### config.mk
export PLATFORM = sky130hd
export DESIGN_NAME = icache_refill_ctrl
export DESIGN_NICKNAME = d
export VERILOG_FILES = /design/src/rtl/mmm_pkg.sv /design/src/rtl/icache_refill_ctrl.sv
export SDC_FILE = /design/constraint.sdc
export NUM_CORES = 1
export LEC_CHECK = 0
export ABC_AREA = 1
export CORE_AREA = 5 5 304 306
export CTS_CLUSTER_DIAMETER = 120
export CTS_CLUSTER_SIZE = 12
export DETAILED_ROUTE_END_ITERATION = 6
export DIE_AREA = 0 0 309 311
export PLACE_DENSITY_LB_ADDON = 0.3
export SYNTH_ARGS = -nofsm -noshare
export SYNTH_HDL_FRONTEND = slang
export SYNTH_SLANG_ARGS = --single-unit
### constraint.sdc
create_clock -name clk_i -period 2.7 [get_ports clk_i]
set_clock_uncertainty 0.05 [all_clocks]
set_input_delay 0.675 -clock clk_i [delete_from_list [all_inputs] [get_ports clk_i]]
set_output_delay 0.675 -clock clk_i [all_outputs]
set_load 0.02 [all_outputs]
### src/rtl/mmm_pkg.sv
// rtl/mmm_pkg.sv - shared frontend/memory types and I-cache refill definitions
package mmm_pkg;

    localparam int XLEN            = 64;
    localparam int ICACHE_LINE_LEN = 512;
    localparam int ICACHE_BEAT_W   = 64;

    typedef struct packed {
        logic [XLEN-1:0]            pc;
        logic [ICACHE_LINE_LEN-1:0] line;
    } icache_out_t;

    typedef enum logic [2:0] {
        IDLE,
        REQ,
        REFILL,
        DRAIN,
        FILL
    } refill_state_t;

endpackage

### src/rtl/icache_refill_ctrl.sv
// rtl/icache_refill_ctrl.sv - I-cache line refill sequencer, optional ICACHE_CRITICAL_WORD_FIRST_EN
module icache_refill_ctrl
    import mmm_pkg::*;
#(
    parameter int LINE_LEN = ICACHE_LINE_LEN,
    parameter int BEAT_W   = ICACHE_BEAT_W
) (
    input  logic              clk_i,
    input  logic              rst_sync_i,
    input  logic              flush_i,
    input  logic              miss_valid_i,
    input  logic [XLEN-1:0]   miss_addr_i,
    output logic              miss_ready_o,
    output logic              mem_req_valid_o,
    input  logic              mem_req_ready_i,
    output logic [XLEN-1:0]   mem_req_addr_o,
    input  logic              mem_rsp_valid_i,
    input  logic [BEAT_W-1:0] mem_rsp_data_i,
    output logic              fill_valid_o,
    output icache_out_t       fill_o,
    input  logic              fill_ready_i,
    output logic              busy_o
);

    localparam int NBEATS = LINE_LEN / BEAT_W;
    localparam int CNT_W  = $clog2(NBEATS);
    localparam int RCV_W  = CNT_W + 1;
    localparam int LINE_B = LINE_LEN / 8;
    localparam int BEAT_B = BEAT_W / 8;

    refill_state_t       state;
    refill_state_t       state_d;
    logic [CNT_W-1:0]    cnt;
    logic [RCV_W-1:0]    rcv;
    logic [XLEN-1:0]     addr_q;
    logic [LINE_LEN-1:0] line_q;
    logic [CNT_W-1:0]    start_beat;
    logic                last_beat;

    // rcv counts beats actually received, independent of where cnt wrapped to
    assign last_beat = (rcv == RCV_W'(NBEATS - 1));

`ifdef ICACHE_CRITICAL_WORD_FIRST_EN
    // memory returns the line wrapped starting at the beat holding the missing PC
    assign start_beat     = addr_q[$clog2(LINE_B)-1:$clog2(BEAT_B)];
    assign mem_req_addr_o = addr_q & ~XLEN'(BEAT_B - 1);
`else
    assign start_beat     = '0;
    assign mem_req_addr_o = addr_q & ~XLEN'(LINE_B - 1);
`endif

    assign fill_o.pc   = addr_q & ~XLEN'(LINE_B - 1);
    assign fill_o.line = line_q;

    // state register
    always_ff @(posedge clk_i) begin
        if (rst_sync_i) begin
            state <= IDLE;
        end else begin
            state <= state_d;
        end
    end

    // next-state: flush aborts, an accepted request must still have its beats drained
    always_comb begin
        state_d = state;
        case (state)
            IDLE: begin
                if (miss_valid_i && !flush_i) state_d = REQ;
            end
            REQ: begin
                if (flush_i)              state_d = mem_req_ready_i ? DRAIN : IDLE;
                else if (mem_req_ready_i) state_d = REFILL;
            end
            REFILL: begin
                if (mem_rsp_valid_i && last_beat) state_d = flush_i ? IDLE : FILL;
                else if (flush_i)                 state_d = DRAIN;
            end
            DRAIN: begin
                if (mem_rsp_valid_i && last_beat) state_d = IDLE;
            end
            FILL: begin
                if (flush_i || fill_ready_i) state_d = IDLE;
            end
            default: state_d = IDLE;
        endcase
    end

    // outputs: fill_valid_o is withdrawn in the flush cycle so no write can slip through
    always_comb begin
        miss_ready_o    = 1'b0;
        mem_req_valid_o = 1'b0;
        fill_valid_o    = 1'b0;
        busy_o          = 1'b1;
        case (state)
            IDLE: begin
                miss_ready_o = 1'b1;
                busy_o       = 1'b0;
            end
            REQ:     mem_req_valid_o = 1'b1;
            FILL:    fill_valid_o    = !flush_i;
            default: ;
        endcase
    end

    // address latch, beat counters and line buffer
    always_ff @(posedge clk_i) begin
        if (rst_sync_i) begin
            cnt    <= '0;
            rcv    <= '0;
            addr_q <= '0;
            line_q <= '0;
        end else begin
            case (state)
                IDLE: begin
                    if (miss_valid_i && !flush_i) addr_q <= miss_addr_i;
                end
                REQ: begin
                    if (mem_req_ready_i) begin
                        cnt <= start_beat;
                        rcv <= '0;
                    end
                end
                REFILL, DRAIN: begin
                    if (mem_rsp_valid_i) begin
                        if (state == REFILL) line_q[int'(cnt)*BEAT_W +: BEAT_W] <= mem_rsp_data_i;
                        cnt <= (cnt == CNT_W'(NBEATS - 1)) ? '0 : cnt + CNT_W'(1);
                        rcv <= rcv + RCV_W'(1);
                    end
                end
                default: ;
            endcase
        end
    end

`ifndef SYNTHESIS
    // a beat with no refill outstanding is dropped; flag it during simulation
    always_ff @(posedge clk_i) begin
        if (!rst_sync_i && mem_rsp_valid_i && (state == IDLE || state == REQ))
            $warning("icache_refill_ctrl: response beat with no refill outstanding, ignored");
    end
`endif

endmodule

==> impl_metrics.csv <==
group,metric,value,unit
routing,dr.pass1.iters,5,
synth,synth-edff-count,0,
pwr,leakage,12.4,nW
placement,gp_congestion,0.832,
timing,finalCritPeriodShare,93.6,%
finish,drive_gt1_share,4.85,%
finish,final_cells,4772,
clock_network,clk_latency,620,ps
worst_setup_path,rr_endpoint,"line_q[259]$_SDFFE_PP0P_",
routing,drt-total-wl,111000,um
finish,multi_input_area,0.00896,mm2
synth,synthArstFlopShare,0,%
finish,syn2layout_area_growth,45.5,%
global_route,grt_max_degree,154,
clock_network,cts_buffers,54,
worst_setup_path,r2r_slack,190,ps
finish,fin_nets,3726,
synth,seq_area_frac_synth,51.6,%
worst_setup_path,crit_buf_inv,3,
synth,yosys_warnings,0,
worst_setup_path,r2r_cells,8,
floorplan,die_area,0.0961,mm2
floorplan,core,0.0893,mm2
clock_network,max-clock-path-buffers,3,
timing,fin_crit,2530,ps
routing,wl_per_cell,23.3,um
global_route,grt_use_met3,6.67,%
hold_path,min_path_type,"in2reg",
clock_network,clkSinkCount,580,
floorplan,die_w,309,um
placement,hpwl,82300,um
global_route,overflow,0,
worst_setup_path,critPathLaunch,"state[0]$_SDFFE_PP0P_",
clock_network,hold_buffers,0,
floorplan,die_y,311,um
worst_setup_path,r2r_start,"cnt[1]$_SDFFE_PP0P_",
routing,routed-via-count,22600,
timing,worst_pin_slew,933,ps
worst_setup_path,cpMostUsedCell,"inv_1",
global_route,antenna_found_initial,15,
worst_setup_path,endpoint_kind,"output port",
routing,ant_nets,0,
timing,setup_viol,0,
global_route,grt_use_total,21.9,%
worst_setup_path,cp_slowest_cell,"dfxtp_2",
worst_setup_path,crit_type,"reg2out",
floorplan,io_pins,779,
floorplan,row_count,110,
global_route,top_usage_layer,"met2",
timing,fmax,396,MHz
global_route,grt_pass1_wl,157000,um
clock_network,clkTransAtPathRegs,70,ps
timing,slew_viol_final,0,
clock_network,cts_tree,"yes",
pwr,power,0.0252,W
global_route,grt_util_met1,24.7,%
synth,synthFlopType,"dfxtp_1",
clock_network,cts_max_level,2,
pwr,pwr_density_cell,769,mW/mm2
timing,slew_headroom,37.8,%
worst_setup_path,arrival,1800,ps
timing,fin_hold_ws,399,ps
worst_setup_path,critPathMaxFanout,7,
synth,syn_avg_cell_area,7.53,um2
worst_setup_path,cpLargestDelayFamily,"buffers and inverters",
run_status,outcome,"completed",
global_route,grt_use_met2,38.7,%
floorplan,initial_core_util,25.2,%
flow_run,maxCapViolCount,0,
pwr,irDropWorstVdd,1000,uV
timing,finalHoldViolations,0,
timing,fin_tns_setup,0,ps
synth,ys_ff_latch,580,
clock_network,cts-root-buf,"clkbuf_16",
routing,drt-vias-per-instance,4.74,
routing,drc_errors,0,
worst_setup_path,crit_end,"mem_req_valid_o",
placement,dpl.cell_count,4703,
worst_setup_path,crit_cells,5,
timing,rsz0062_at_grt,"false",
placement,io_buffers,760,
worst_setup_path,cp_cell_sequence,"inv_1, nor2_1, nand2_1, inv_1, clkdlybuf4s15_1",
synth,synthDistinctLibCells,28,
finish,fill_cells,9410,
finish,seq_area,0.0116,mm2
worst_setup_path,worstPathRequired,1980,ps
routing,drtIter0Drc,1717,
global_route,grt_pass1_vias,21700,
worst_setup_path,slowest_delay,400,ps
worst_setup_path,start_kind,"flop",
synth,syn_area,0.0225,mm2
synth,synth_cells,2990,
==> power breakdown <==
part	total, W	switching, W	internal, W	leakage, nW
clock network	0.00710	0.00343	0.00366	0.719
logic	0.00885	0.00641	0.00244	6.98
registers	0.00925	0.000294	0.00895	4.68
total	0.0252	0.0101	0.0151	12.4
==> cell usage in the layout (no fill, tap or decap), types with 9 or more instances in the layout <==
cell / instances
a21oi_1: 371
nand3_1: 205
dfxtp_1: 577
nand2_1: 305
clkbuf_16: 54
conb_1: 12
o21ai_0: 496
buf_4: 50
inv_1: 131
buf_12: 35
clkdlybuf4s50_1: 755
diode_2: 9
nor2_1: 535
==> through the flow <==
stage | area [um2] | setup WS [ps] | utilization [%]
after floorplan | 22500 | 523 | -
after global placement | 31200 | 83.3 | 35.0
after detailed placement | 31200 | 75.1 | 35.0
after CTS | 32700 | 103 | 36.6
after global routing | 32700 | 9.67 | 36.7
final | 32800 | 174 | 36.7
==> synth_stat cells, types with 3 or more instances <==
master | n | area [um2]
inv_1 | 134 | 503
buf_4 | 80 | 601
nand2_1 | 309 | 1160
a31oi_1 | 5 | 31.3
dfxtp_1 | 580 | 11600
inv_2 | 3 | 11.3
nand3_1 | 207 | 1040
nor2_1 | 541 | 2030
o21ai_0 | 496 | 2480
buf_1 | 4 | 15.0
buf_2 | 46 | 230
clkbuf_1 | 187 | 702
nor3_1 | 3 | 15.0
ha_1 | 8 | 100
a21oi_1 | 371 | 1860
==> layer usage <==
metal,up-vias,wire (um),part of all wire [%]
li1,10900,-,-
met2,832,55400,50
met1,10700,42100,38
met3,164,9150,8.2
met4,6,4480,4.0
met5,-,39,0.035
==> final cells by class <==
type	count	share of cell area, %
diodes	9	0.0688
clock buffers	55	4.14
clock inverters	5	0.382
inverters	138	1.61
multi-input cells	1965	27.4
flip-flops and latches	580	35.5
well taps	1176	4.49
repair buffers	844	26.5
==> worst min-delay path, stage by stage <==
cell     delay, ps
buf_6          110
inv_8           90
nand2_1        110
nor2_1          40
==> state kept, by name, indices dropped and copies added, names as in the netlist <==
signal,flops
rcv,4
addr_q,58
line_q,512
cnt,3
state,3
==> cell families (layout without fill, tap and decap cells) <==
| group | after synthesis | in the layout | synth area share, % |
|---|---|---|---|
| flip-flops | 580 | 580 | 51.6 |
| adder cells (fa/ha/maj) | 8 | 8 | 0.445 |
| buffers and inverters | 456 | 1042 | 9.20 |
| AO/OA/AOI/OAI | 874 | 874 | 19.5 |
| XOR/XNOR | 1 | 1 | 0.0389 |
| AND/OR/NAND/NOR | 1070 | 1070 | 19.2 |
| other | 1 | 21 | 0.0167 |
==> timing repair <==
item | in CTS | in global routing
gates cloned | 0 | 0
endpoints found under the hold margin | 0 | 0
endpoints found under the setup margin | 3 | 1
buffers inserted | 0 | 0
resized for setup | 5 | 1
==> worst min path at each step <==
stage                        startpoint                  endpoint  slack [ps]  cells after the start
6_report                     rst_sync_i  line_q[305]$_SDFFE_PP0P_         400                      4
5_1_grt                      rst_sync_i  line_q[305]$_SDFFE_PP0P_         410                      4
4_1_cts                      rst_sync_i  line_q[305]$_SDFFE_PP0P_         380                      4
3_5_place_dp   line_q[285]$_SDFFE_PP0P_  line_q[285]$_SDFFE_PP0P_         400                      2
3_3_place_gp   line_q[279]$_SDFFE_PP0P_  line_q[279]$_SDFFE_PP0P_         400                      2
2_1_floorplan       rcv[3]$_SDFFE_PP0P_       rcv[3]$_SDFFE_PP0P_         420                      2
(Power assumes the default switching activity.)
